===== src/rtl/io_bus_responder_pkg.sv =====
// Shared register-window definitions for the I/O bus responder: base address,
// register selectors and address decode helpers.
package io_bus_responder_pkg;

  localparam logic [31:0] IO_BASE = 32'h0001_1000;

  // Word index inside the 32-byte window (bus_addr[4:2]).
  typedef enum logic [2:0] {
    REG_BTN_STATE = 3'd0,
    REG_BTN_EDGE  = 3'd1,
    REG_LED       = 3'd2,
    REG_CYCLES    = 3'd3,
    REG_FRAMES    = 3'd4,
    REG_SCRATCH   = 3'd5,
    REG_RSVD_6    = 3'd6,
    REG_RSVD_7    = 3'd7
  } reg_sel_e;

  function automatic logic window_hit(input logic [31:0] addr, input logic [31:0] base);
    return addr[31:5] == base[31:5];
  endfunction

  function automatic reg_sel_e reg_sel(input logic [31:0] addr);
    return reg_sel_e'(addr[4:2]);
  endfunction

endpackage


===== src/rtl/io_bus_responder_if.sv =====
// Memory-mapped I/O bus between the core (master) and a read-side responder (slave).
interface io_bus_responder_if;
  logic [31:0] bus_addr;
  logic [31:0] bus_wdata;
  logic        bus_we;
  logic        bus_re;
  logic [31:0] bus_rdata;
  logic        bus_rvalid;

  modport master (
    output bus_addr, bus_wdata, bus_we, bus_re,
    input  bus_rdata, bus_rvalid
  );

  modport slave (
    input  bus_addr, bus_wdata, bus_we, bus_re,
    output bus_rdata, bus_rvalid
  );
endinterface


===== src/rtl/io_bus_responder_btn_debounce.sv =====
// One-bit button conditioner: 2-FF synchroniser followed by a stability counter.
// rise pulses on the same cycle the accepted state goes 0->1.
module btn_debounce #(
  parameter int DEBOUNCE_CYCLES = 1_000_000
) (
  input  logic clk,
  input  logic rst,
  input  logic btn_raw,
  output logic state,
  output logic rise
);
  localparam int CNT_W = (DEBOUNCE_CYCLES > 1) ? $clog2(DEBOUNCE_CYCLES) : 1;

  logic             sync1_reg;
  logic             sync2_reg;
  logic             state_reg;
  logic [CNT_W-1:0] cnt_reg;
  logic             accept;

  assign accept = (sync2_reg != state_reg) && (cnt_reg == CNT_W'(DEBOUNCE_CYCLES - 1));

  always_ff @(posedge clk) begin
    if (!rst) begin
      sync1_reg <= 1'b0;
      sync2_reg <= 1'b0;
      state_reg <= 1'b0;
      cnt_reg   <= '0;
    end else begin
      sync1_reg <= btn_raw;
      sync2_reg <= sync1_reg;
      // Any sample matching the current state restarts the stability window.
      if (sync2_reg == state_reg) begin
        cnt_reg <= '0;
      end else if (accept) begin
        state_reg <= sync2_reg;
        cnt_reg   <= '0;
      end else begin
        cnt_reg <= cnt_reg + 1'b1;
      end
    end
  end

  assign state = state_reg;
  assign rise  = accept & sync2_reg;
endmodule


===== src/rtl/io_bus_responder.sv =====
// I/O register window on the core's memory-mapped bus: buttons, LEDs, cycle and
// frame counters, scratch register. Loads answer one cycle later; rdata is 0 when idle.
module io_bus_responder
  import io_bus_responder_pkg::*;
#(
  parameter logic [31:0] BASE_ADDR       = IO_BASE,
  parameter int          NUM_BTNS        = 5,
  parameter int          DEBOUNCE_CYCLES = 1_000_000
) (
  input  logic                clk,
  input  logic                rst,
  io_bus_responder_if.slave   bus,
  input  logic [NUM_BTNS-1:0] btns,
  input  logic                frame_trig,
  output logic [15:0]         led
);
  logic [NUM_BTNS-1:0] btn_state;
  logic [NUM_BTNS-1:0] btn_rise;

  generate
    for (genvar gi = 0; gi < NUM_BTNS; gi++) begin : g_btn
      btn_debounce #(
        .DEBOUNCE_CYCLES(DEBOUNCE_CYCLES)
      ) u_btn_debounce (
        .clk    (clk),
        .rst    (rst),
        .btn_raw(btns[gi]),
        .state  (btn_state[gi]),
        .rise   (btn_rise[gi])
      );
    end
  endgenerate

  logic                hit;
  logic                wr_en;
  logic                rd_en;
  reg_sel_e            sel;
  logic [31:0]         rd_value;
  logic [NUM_BTNS-1:0] edge_clr;
  logic [NUM_BTNS-1:0] edge_next;

  logic [NUM_BTNS-1:0] edge_reg;
  logic [15:0]         led_reg;
  logic [31:0]         cycles_reg;
  logic [31:0]         frames_reg;
  logic [31:0]         scratch_reg;
  logic [31:0]         rdata_reg;
  logic                rvalid_reg;

  assign hit   = window_hit(bus.bus_addr, BASE_ADDR);
  assign sel   = reg_sel(bus.bus_addr);
  assign wr_en = bus.bus_we & hit;
  assign rd_en = bus.bus_re & hit;

  // A rise landing on the same edge as a W1C clear must survive, so OR it in last.
  assign edge_clr  = (wr_en && sel == REG_BTN_EDGE) ? bus.bus_wdata[NUM_BTNS-1:0] : '0;
  assign edge_next = (edge_reg & ~edge_clr) | btn_rise;

  always_comb begin
    rd_value = '0;
    case (sel)
      REG_BTN_STATE: rd_value = 32'(btn_state);
      REG_BTN_EDGE:  rd_value = 32'(edge_reg);
      REG_LED:       rd_value = {16'h0000, led_reg};
      REG_CYCLES:    rd_value = cycles_reg;
      REG_FRAMES:    rd_value = frames_reg;
      REG_SCRATCH:   rd_value = scratch_reg;
      default:       rd_value = '0;
    endcase
  end

  always_ff @(posedge clk) begin
    if (!rst) begin
      edge_reg    <= '0;
      led_reg     <= '0;
      cycles_reg  <= '0;
      frames_reg  <= '0;
      scratch_reg <= '0;
      rdata_reg   <= '0;
      rvalid_reg  <= 1'b0;
    end else begin
      cycles_reg <= cycles_reg + 32'd1;
      if (frame_trig) begin
        frames_reg <= frames_reg + 32'd1;
      end
      edge_reg <= edge_next;
      if (wr_en && sel == REG_LED) begin
        led_reg <= bus.bus_wdata[15:0];
      end
      if (wr_en && sel == REG_SCRATCH) begin
        scratch_reg <= bus.bus_wdata;
      end
      // rd_value reflects pre-write state, so a combined load/store returns the old value.
      rvalid_reg <= rd_en;
      rdata_reg  <= rd_en ? rd_value : '0;
    end
  end

  assign bus.bus_rdata  = rdata_reg;
  assign bus.bus_rvalid = rvalid_reg;
  assign led            = led_reg;
endmodule


===== src/flat_wrapper.sv =====
// flat-port wrapper written by rule: the top's interface ports become plain ports
module io_bus_responder_flat import io_bus_responder_pkg::*;
#(
  parameter logic [31:0] BASE_ADDR       = IO_BASE,
  parameter int          NUM_BTNS        = 5,
  parameter int          DEBOUNCE_CYCLES = 1_000_000
)
  (clk, rst, btns, frame_trig, led, bus_bus_addr, bus_bus_wdata, bus_bus_we, bus_bus_re, bus_bus_rdata, bus_bus_rvalid);
  io_bus_responder_if bus_i ();
  input  logic clk;
  input  logic rst;
  input  logic [NUM_BTNS-1:0] btns;
  input  logic frame_trig;
  output logic [15:0] led;
  input wire logic [$bits(bus_i.bus_addr)-1:0] bus_bus_addr;
  input wire logic [$bits(bus_i.bus_wdata)-1:0] bus_bus_wdata;
  input wire logic [$bits(bus_i.bus_we)-1:0] bus_bus_we;
  input wire logic [$bits(bus_i.bus_re)-1:0] bus_bus_re;
  output wire logic [$bits(bus_i.bus_rdata)-1:0] bus_bus_rdata;
  output wire logic [$bits(bus_i.bus_rvalid)-1:0] bus_bus_rvalid;
  assign bus_i.bus_addr = bus_bus_addr;
  assign bus_i.bus_wdata = bus_bus_wdata;
  assign bus_i.bus_we = bus_bus_we;
  assign bus_i.bus_re = bus_bus_re;
  assign bus_bus_rdata = bus_i.bus_rdata;
  assign bus_bus_rvalid = bus_i.bus_rvalid;
  io_bus_responder #(.BASE_ADDR(BASE_ADDR), .NUM_BTNS(NUM_BTNS), .DEBOUNCE_CYCLES(DEBOUNCE_CYCLES)) u_core (.clk(clk), .rst(rst), .bus(bus_i), .btns(btns), .frame_trig(frame_trig), .led(led));
endmodule

===== config.mk =====
export PLATFORM = sky130hd
export DESIGN_NAME = io_bus_responder_flat
export DESIGN_NICKNAME = d
export VERILOG_FILES = /design/src/rtl/io_bus_responder_pkg.sv /design/src/rtl/io_bus_responder_if.sv /design/src/rtl/io_bus_responder_btn_debounce.sv /design/src/rtl/io_bus_responder.sv /design/src/flat_wrapper.sv
export SDC_FILE = /design/constraint.sdc
export NUM_CORES = 1
export LEC_CHECK = 0
export BUFFER_PORTS_ARGS = -buffer_cell sky130_fd_sc_hd__buf_2
export CORE_ASPECT_RATIO = 1.1
export CORE_MARGIN = 3
export CORE_UTILIZATION = 40
export DETAILED_ROUTE_END_ITERATION = 12
export PLACE_DENSITY = 0.66
export SETUP_SLACK_MARGIN = 0.5
export SLEW_MARGIN = 20
export SYNTH_ARGS = -nofsm -noshare
export SYNTH_HDL_FRONTEND = slang
export SYNTH_SLANG_ARGS = --single-unit

===== constraint.sdc =====
create_clock -name clk -period 2.1 [get_ports clk]
set_input_delay 0.105 -clock clk [delete_from_list [all_inputs] [get_ports clk]]
set_output_delay 0.105 -clock clk [all_outputs]
set_load 0.02 [all_outputs]

; Yosys cells after proc, flatten, opt, wreduce, memory -nomap -nowiden
; Cells that the tools add are included.
[totals]
output_inout_bits = 49
register_bits = 265
word_cells = 93
inputBits = 74
[classes]
bitwise_logic = 16
reduce_logical = 20
add_sub_neg = 7
eq_ne = 21
mux = 2
[op_table]
columns = op, n
row1 = $pmux W32 S6, 1
row2 = $add A20 B1 Y20 const B, 5
row3 = $eq A20 B20 Y1 const B, 5
row4 = $add A32 B1 Y32 const B, 2
row5 = $eq A27 B12 Y1 const B, 1
row6 = $reduce_or A3 Y1, 5
row7 = $reduce_and A2 Y1, 6
row8 = $logic_and A1 B1 Y1, 8
row9 = $and A1 B1 Y1, 7
row10 = $eq A3 B2 Y1 const B, 2
row11 = $eq A3 B3 Y1 const B, 2
row12 = $not A1 Y1, 6
row13 = $and A5 B5 Y5, 1
row14 = $eq A1 B1 Y1, 5
row15 = $mux W5, 1
row16 = $ne A1 B1 Y1, 5
row17 = $not A5 Y5, 1
row18 = $or A5 B5 Y5, 1
row19 = $eq A3 B1 Y1 const B, 1
row20 = $logic_not A3 Y1, 1

; Longest topological paths before layout
; Gate-level depths: netlist of the first run.
[logic_depth]
word_depth = 7
depth_mapped = 7
ltp_nobuf = 5

; Modules after synthesis
; A second synthesis of the first run with hierarchy kept.
[unflattened]
hier_cells = 1376
area_unflattened_um2 = 11903.9
[modules_own_cells]
columns = module, seq_area_each_um2, instances, cells_each, area_per_inst_um2
row1 = io_bus_responder, 3002.9, 1, 791, 6686.4
row2 = btn_debounce, 460.4, 5, 117, 1043.5

; Least setup slack after synthesis of the first run
; No wires, ideal clock.
[synth_timing]
path_kind = reg2reg
start = register u_core.g_btn[3].u_btn_debounce.cnt_reg[0]
end = register u_core.g_btn[3].u_btn_debounce.cnt_reg[10]
synth_period_minus_slack_ns = 2.049
path_buffers = 1
t_required_ns = 1.983
arrival_time_ns = 1.932
setup_ns = 0.117
stages_incl_launch_ff = 7
path_slack_ns = 0.051
cell_sequence = dfxtp_1 ha_1 nand3_1 or4_1 o211ai_2 buf_2 nor2_1
[synth_via]
elab_chain_len = 3
elab_cells_between_ends = 4
cone_classes = 1 x add/sub / 1 x eq/ne / 2 x reduce/logical
[synth_rtl]
columns = item, line_no
row1 = from (decl), io_bus_responder_btn_debounce.sv:17  ; logic [CNT_W-1:0] cnt_reg;
row2 = from (signal assigned), io_bus_responder_btn_debounce.sv:38  ; cnt_reg <= cnt_reg + 1'b1;
row3 = "parallel branches: the longest is 3 deep, another holds $add A20 B1 Y20", --
; Parallel ways; which one is timed is not known.
; A chain may end at the register's enable or synchronous reset.

; Final worst setup path of the first run
[layout_timing]
start = register u_core.cycles_reg[0]
end = register u_core.cycles_reg[26]
[layout_via]
elab_chain_len = 1
[layout_rtl]
columns = item, line_no
row1 = from (decl), io_bus_responder.sv:44  ; logic [31:0] cycles_reg;
row2 = from (signal assigned), io_bus_responder.sv:82  ; cycles_reg <= cycles_reg + 32'd1;
row3 = $add A32 B1 Y32, io_bus_responder.sv:82
; No other way between the ends.

==> results of run 1 <==
==> final timing paths <==
path	end	cells after the start
max	u_core.cycles_reg[26]	6
min	u_core.bus.bus_rdata[4]	3
max reg2reg	u_core.cycles_reg[26]	6
min reg2reg	u_core.g_btn[4].u_btn_debounce.sync2_reg	1
==> final cells by class <==
type / instances / area [sq um]
fillers: 2503 / 12800
well taps: 368 / 460
clock inverters: 2 / 23.8
clock buffers: 48 / 876
inverters: 35 / 131
diodes: 1 / 2.50
flip-flops and latches: 265 / 5460
repair buffers: 294 / 2390
multi-input cells: 999 / 6930
==> metal layers <==
layer,share of wire (%),up-vias
li1,-,5454
met1,43,5297
met2,49,326
met3,5.1,65
met4,2.3,4
met5,0.064,-
==> synthesized netlist by cell type (3+ instances only) <==
cell type / instances
o22ai_1: 6
mux2_2: 3
xnor2_1: 45
buf_2: 15
nor4b_1: 6
nor2b_1: 4
dfxtp_1: 265
and2_1: 21
nand2_1: 137
and3_1: 12
nor4_1: 26
nor3_1: 22
or3_1: 33
buf_1: 6
o21ai_0: 48
and4_1: 19
a21oi_1: 98
a22oi_1: 6
inv_1: 34
nand4_1: 59
nor2_1: 140
o211ai_1: 9
or2_2: 8
or4_1: 44
mux4_2: 3
mux2i_1: 69
o31ai_1: 30
nand3b_1: 3
nand3_1: 50
nor4bb_1: 3
clkbuf_1: 57
ha_1: 7
a221oi_1: 10
xor2_1: 43
nand2b_1: 10
==> logic make-up (layout without fill, tap and decap cells) <==
group / after synthesis / in the layout / synth area share [%]
compound gates: 218 / 218 / 10.9
fa+ha+maj: 7 / 7 / 0.736
xor+xnor: 88 / 88 / 6.47
mux: 75 / 75 / 6.65
simple gates: 609 / 611 / 26.9
buf+inv: 114 / 379 / 3.76
flops: 265 / 265 / 44.6
other cells: 0 / 1 / 0
==> worst min-delay path: cells and delay by family <==
| family | cells | cell delay [ns] |
|---|---|---|
| compound gates | 1 | 0.12 |
| simple gates | 1 | 0.15 |
| buf+inv | 1 | 0.19 |
==> timing repair <==
action | CTS | global route
endpoints found under the hold margin | 66 | 0
buffers inserted | 68 | 14
hold buffers | 43 | 0
endpoints found under the setup margin | 146 | 153
gates resized for setup | 102 | 108
gates cloned | 10 | 1
pin swaps | 28 | 45
==> through the flow <==
step | cells | instance area [sq um] | utilization [%]
4_1_cts | 1996 | 15700 | 54.2
3_3_place_gp | 1825 | 13300 | 45.8
5_1_grt | 2012 | 16300 | 56.0
3_5_place_dp | 1825 | 13300 | 45.8
6_report | 2012 | 16300 | 56.0
2_1_floorplan | 1376 | 12300 | -
==> report_power, final <==
group | switching, mW | internal (mW) | total, mW
combinational | 0.252 | 0.227 | 0.479
sequential | 0.0221 | 5.02 | 5.04
clock | 1.97 | 2.81 | 4.78
total | 2.24 | 8.05 | 10.3
==> PnR_summary.wiki, run 1 <==
{| class="wikitable"
! Metric !! Value
|-
| Number of enable-type register cells in the synthesized netlist || 0
|-
| Post-Route Hold Slack || 0.0671 ns
|-
| Result of the run || completed
|-
| Final net count || 1704
|-
| Worst Setup End Kind || register
|-
| Via count of the first global-routing pass || 10.8k
|-
| Crit path time final || 1.93 ns
|-
| Final weighted congestion in routability-driven placement || 0.833
|-
| Count of buffers from port buffering || 120
|-
| Total half-perimeter wirelength after legalization and detailed placement || 20.7 mm
|-
| Effective utilization at floorplan || 41.0%
|-
| Worst setup slack for register-to-register paths || 0.17 ns
|-
| Worst Setup SP || u_core.cycles_reg[0]
|-
| Sequential cell area fraction in the yosys report || 44.6%
|-
| Largest cells by area after synthesis || dfxtp_1 45%, mux2i_1 5.8%, nor2_1 4.4%
|-
| Die span in y || 187 um
|-
| Synthesized net count || 1457
|-
| Source of the worst register-to-register timing path || u_core.cycles_reg[0]
|-
| Slowest cell delay on critical path || 0.48 ns
|-
| Syn Std Cell Area || 11900 sq um
|-
| Setup_tns || 0 ns
|-
| Highest-delay cell along the critical path || or4_4
|-
| Cell count after synthesis || 1376
|-
| Ratio of cells with drive above 1 in the final layout || 30.9%
|-
| All-Layer GR Usage || 19.3%
|-
| Worst voltage drop across the vdd grid || 618 uV
|-
| Highest Clock Rate || 518 MHz
|-
| Die Outline Area || 31900 sq um
|-
| Detailed-route wire length || 32.9 mm
|-
| Pwr per Cell Area || 633 nW/um^2
|-
| Clock buffer depth || 3
|-
| Average wire length per cell after detail routing || 16.4 um
|-
| Worst setup SP type || register
|-
| Reg clk slew, reported paths || 0.06 ns
|-
| Critical-path cell list || ha_4 -> nand2_1 -> or4_4 -> buf_12 -> or4_4 -> a21oi_2
|-
| Grt peak-use layer || met2
|-
| Top cell family by delay on the critical path || simple AND/OR/NAND/NOR gates
|-
| Crit Path Max Fanout || 12
|-
| Final-report max-slew violation count || 0
|-
| Clk_skew || 0.0159 ns
|-
| Setup repair after global routing missed its margin || yes
|-
| Maximum capacitance violations || 0
|-
| Routed Antenna Nets || 0
|-
| LEAKAGE || 6.03 nW
|-
| Standard-cell row count || 65
|-
| Signal arrival time at the worst endpoint || 2.40 ns
|-
| Number of clock sinks || 265
|-
| Proportion of netlist area held by the largest area contributor || 44.6%
|-
| Drt pass-1 iters || 6
|-
| FFs w/ async S/R, synth || 0%
|-
| Total number of H-tree levels || 1
|-
| Vias per std cell || 5.54
|-
| Total number of yosys warnings || 0
|-
| Most used cells in the layout excluding fill and tap cells || 199 x dfxtp_1, 133 x nand2_1, 119 x nor2_1, 119 x buf_2, 93 x buf_4
|-
| Final setup violation count || 0
|-
| Hold WC Path Type || in2reg
|-
| Critical path start-end classification || reg2reg
|-
| Top_reg_cell synth || dfxtp_1
|-
| Post-synthesis average cell area || 8.65 sq um
|-
| Final Hold Fails || 0
|-
| Core footprint || 29000 sq um
|-
| Pin count of the biggest net entering global routing || 39
|-
| Actual transition at the worst max-transition pin || 0.819 ns
|-
| Max FFs per register || 100
|-
| Layout area overhead || 36.7%
|-
| Met3 routing resource usage after global routing || 2.90%
|-
| Most frequent standard cell in the layout excluding fill and tap cells || dfxtp_1
|-
| Rel. slew slack || 45.4%
|-
| Post-route DRC || 0
|-
| Root Buffer Master || clkbuf_16
|-
| Yosys cell types || 54
|-
| Worst Hold Launch || bus_bus_addr[3]
|-
| Buffer and inverter count on the worst path || 1
|-
| Wire length of the first global-routing pass || 52.1 mm
|-
| Number of antenna violations at the first check in global routing || 3
|-
| Final setup margin || 0.168 ns
|-
| First-iteration detailed-routing DRC count || 602
|-
| Seq cells post-synth || 265
|-
| Post-Place Worst Slack || 0.105 ns
|-
| Required time worst endpoint || 2.56 ns
|-
| Met1 Usage GRT || 24.4%
|-
| Top-Level Pins || 123
|-
| TritonCTS clock tree || done
|-
| Grt total ovfl || 0
|-
| Die width || 170 um
|-
| TritonCTS Buffers || 28
|-
| Final clock period utilization by the worst path || 92.0%
|-
| Library cell appearing most often on the critical path || or4_4
|-
| Global Route met2 Usage || 33.6%
|-
| Total power || 10.3 mW
|-
| Skew-Pair Late Insertion Delay || 0.54 ns
|-
| DR vias || 11.1k
|-
| Cell type with the largest total area after synthesis || dfxtp_1
|}
No activity file was read; power rests on OpenSTA's default activity.
==> inputs of run 2 (changes only) <==
Settings changed: CORE_UTILIZATION 40 to 35, PLACE_DENSITY 0.66 to 0.63.
==> run 2 against run 1 <==
Clock power up 8.6%. Sequential power about the same. Wire length down 0.73%. Design area up 0.52%. Via count down 0.93%. Combinational power about the same. Fmax down 1.5%. Highest routed layer is now met4.
==> PnR_summary.wiki, run 2 (same netlist as run 1, synthesis figures left out) <==
{| class="wikitable"
! Metric !! Value
|-
| Source of the worst register-to-register timing path || u_core.cycles_reg[15] (was u_core.cycles_reg[0])
|-
| Post-Route Hold Slack || 0.0831 ns (was 0.0671 ns)
|-
| Count of buffers from port buffering || 120 (unchanged)
|-
| Reg clk slew, reported paths || 0.07 ns (was 0.06 ns)
|-
| Layout area overhead || 37.4% (was 36.7%)
|-
| Worst reg2reg endpoint || u_core.cycles_reg[25] (was u_core.cycles_reg[26])
|-
| Final-report max-slew violation count || 0 (unchanged)
|-
| Number of clock sinks || 265 (unchanged)
|-
| Highest Clock Rate || 510 MHz (was 518 MHz)
|-
| Effective utilization at floorplan || 35.7% (was 41.0%)
|-
| Pin count of the biggest net entering global routing || 55 (was 39)
|-
| Number of diodes added for antenna fixing || 0 (was 1)
|-
| Die span in y || 199 um (was 187 um)
|-
| Worst Reg2Reg Path Length in Cells || 5 (was 6)
|-
| TritonCTS Buffers || 29 (was 28)
|-
| Worst Setup End Kind || register (unchanged)
|-
| Total placed instance area || 13400 sq um (was 13300 sq um)
|-
| Worst voltage drop across the vdd grid || 629 uV (was 618 uV)
|-
| All-Layer GR Usage || 17.1% (was 19.3%)
|-
| Most used cells in the layout excluding fill and tap cells || 193 x dfxtp_1, 131 x nand2_1, 119 x buf_2 (was 199 x dfxtp_1, 133 x nand2_1, 119 x nor2_1, 119 x buf_2, 93 x buf_4)
|-
| Ratio of cells with drive above 1 in the final layout || 31.9% (was 30.9%)
|-
| Maximum capacitance violations || 0 (unchanged)
|-
| Number of placed instances with taps included || 1890 (was 1825)
|-
| Rel. slew slack || 58.2% (was 45.4%)
|-
| Drt pass-1 iters || 5 (was 6)
|-
| Routed Antenna Nets || 0 (unchanged)
|-
| Total number of H-tree levels || 1 (unchanged)
|-
| Post-Place Worst Slack || 0.0930 ns (was 0.105 ns)
|-
| Detailed-route wire length || 32.7 mm (was 32.9 mm)
|-
| Final clock period utilization by the worst path || 93.4% (was 92.0%)
|-
| Number of antenna violations at the first check in global routing || 1 (was 3)
|-
| Crit Path Max Fanout || 16 (was 12)
|-
| Setup repair after global routing missed its margin || yes (unchanged)
|-
| Worst setup slack for register-to-register paths || 0.14 ns (was 0.17 ns)
|-
| Worst Setup SP || u_core.cycles_reg[15] (was u_core.cycles_reg[0])
|-
| Final net count || 1710 (was 1704)
|-
| Fillers || 3062 (was 2503)
|-
| Post-route DRC || 0 (unchanged)
|-
| Signal arrival time at the worst endpoint || 2.44 ns (was 2.40 ns)
|-
| Pwr per Cell Area || 655 nW/um^2 (was 633 nW/um^2)
|-
| Clk_skew || 0.0241 ns (was 0.0159 ns)
|-
| Most frequent standard cell in the layout excluding fill and tap cells || dfxtp_1 (unchanged)
|-
| Max FFs per register || 100 (unchanged)
|-
| TritonCTS clock tree || done (unchanged)
|-
| First-iteration detailed-routing DRC count || 587 (was 602)
|-
| Core footprint || 33400 sq um (was 29000 sq um)
|-
| Setup_tns || 0 ns (unchanged)
|-
| Total half-perimeter wirelength after legalization and detailed placement || 20.8 mm (was 20.7 mm)
|-
| Critical path start-end classification || reg2reg (unchanged)
|-
| Die width || 182 um (was 170 um)
|-
| Final std cells w/o fill || 2079 (was 2012)
|-
| Die Outline Area || 36300 sq um (was 31900 sq um)
|-
| Result of the run || completed (unchanged)
|-
| Top-Level Pins || 123 (unchanged)
|-
| Critical Path End || u_core.cycles_reg[25] (was u_core.cycles_reg[26])
|-
| Final weighted congestion in routability-driven placement || 0.813 (was 0.833)
|-
| LEAKAGE || 6.06 nW (was 6.03 nW)
|-
| Worst setup SP type || register (unchanged)
|-
| Final instance area || 16400 sq um (was 16300 sq um)
|-
| Hold WC Path Type || in2reg (unchanged)
|-
| Via count of the first global-routing pass || 10.6k (was 10.8k)
|-
| Final Hold Fails || 0 (unchanged)
|-
| Root Buffer Master || clkbuf_16 (unchanged)
|-
| Required time worst endpoint || 2.58 ns (was 2.56 ns)
|-
| Grt total ovfl || 0 (unchanged)
|-
| Clock buffer depth || 3 (unchanged)
|-
| Actual transition at the worst max-transition pin || 0.626 ns (was 0.819 ns)
|-
| Crit path time final || 1.96 ns (was 1.93 ns)
|-
| DR vias || 11.0k (was 11.1k)
|-
| Standard-cell row count || 70 (was 65)
|-
| Final setup margin || 0.138 ns (was 0.168 ns)
|-
| Wire length of the first global-routing pass || 52.7 mm (was 52.1 mm)
|-
| Skew-Pair Late Insertion Delay || 0.57 ns (was 0.54 ns)
|-
| Vias per std cell || 5.31 (was 5.54)
|-
| Average wire length per cell after detail routing || 15.7 um (was 16.4 um)
|-
| Final setup violation count || 0 (unchanged)
|}
run 2: cell count changes in the layout (fill, tap and decap cells not counted), sizes merged:
| cell | delta |
|---|---|
| dlygate4sd3 | -2 |
| clkbuf | -12 |
| clkinv | +5 |
| inv | +3 |
| buf | +7 |
| diode | -1 |
| bufinv | +3 |
run 2: final cells by class:
| cell class | count | area, sq um | area share (%) |
|---|---|---|---|
| Inverter | 35 | 131 | 0.803 |
| Clock buffer | 36 | 803 | 4.91 |
| Clock inverter | 13 | 169 | 1.03 |
| Tap cell | 432 | 541 | 3.31 |
| Multi-Input combinational cell | 999 | 6920 | 42.3 |
| Sequential cell | 265 | 5470 | 33.4 |
| Timing Repair Buffer | 299 | 2310 | 14.2 |
run 2: how the worst min path moves through the flow:
stage	to	depth (start not counted)	startpoint
6_report	u_core.bus.bus_rvalid	5	bus_bus_addr[11]
3_3_place_gp	u_core.g_btn[3].u_btn_debounce.sync1_reg	2	btns[3]
2_1_floorplan	u_core.g_btn[0].u_btn_debounce.sync1_reg	1	btns[0]
4_1_cts	u_core.bus.bus_rvalid	5	bus_bus_addr[9]
5_1_grt	u_core.bus.bus_rvalid	5	bus_bus_addr[9]
3_5_place_dp	u_core.g_btn[1].u_btn_debounce.sync1_reg	2	btns[1]
run 2: report_power, final:
| group | internal [mW] | switching [mW] |
|---|---|---|
| combinational | 0.229 | 0.252 |
| clock | 3.09 | 2.11 |
| sequential | 5.02 | 0.0211 |
run 2: critical path, stage by stage (launching register included):
cell     delay (ns)
dfxtp_2        0.34
nand4_1        0.18
or4_4          0.58
buf_12         0.16
or4_1          0.48
a21oi_1        0.13
run 2: timing repair:
action                                  CTS  global route
endpoints found under the hold margin    69             0
buffers inserted                         60            30
cloned                                    8             1
pin swaps                                37            27
endpoints found under the setup margin  145           148
hold buffers                             41             0
resized for setup                       106           107
run 2: per-layer routing:
metal / part of all wire, % / up-vias / global-route usage, % / wire length (um)
met2: 50 / 247 / 30.9 / 16500
met3: 4.2 / 68 / 2.15 / 1370
li1: - / 5457 / - / -
met5: 0 / - / 0 / 0
met1: 43 / 5270 / 21.1 / 14000
met4: 2.6 / 0 / 5.67 / 841
run 2: through the flow:
step / power (mW) / util (%)
2_1_floorplan: 5.38 / -
3_3_place_gp: 5.53 / 40.2
5_1_grt: 11.1 / 49.0
3_5_place_dp: 5.54 / 40.2
4_1_cts: 10.8 / 47.2
6_report: 10.7 / 49.0
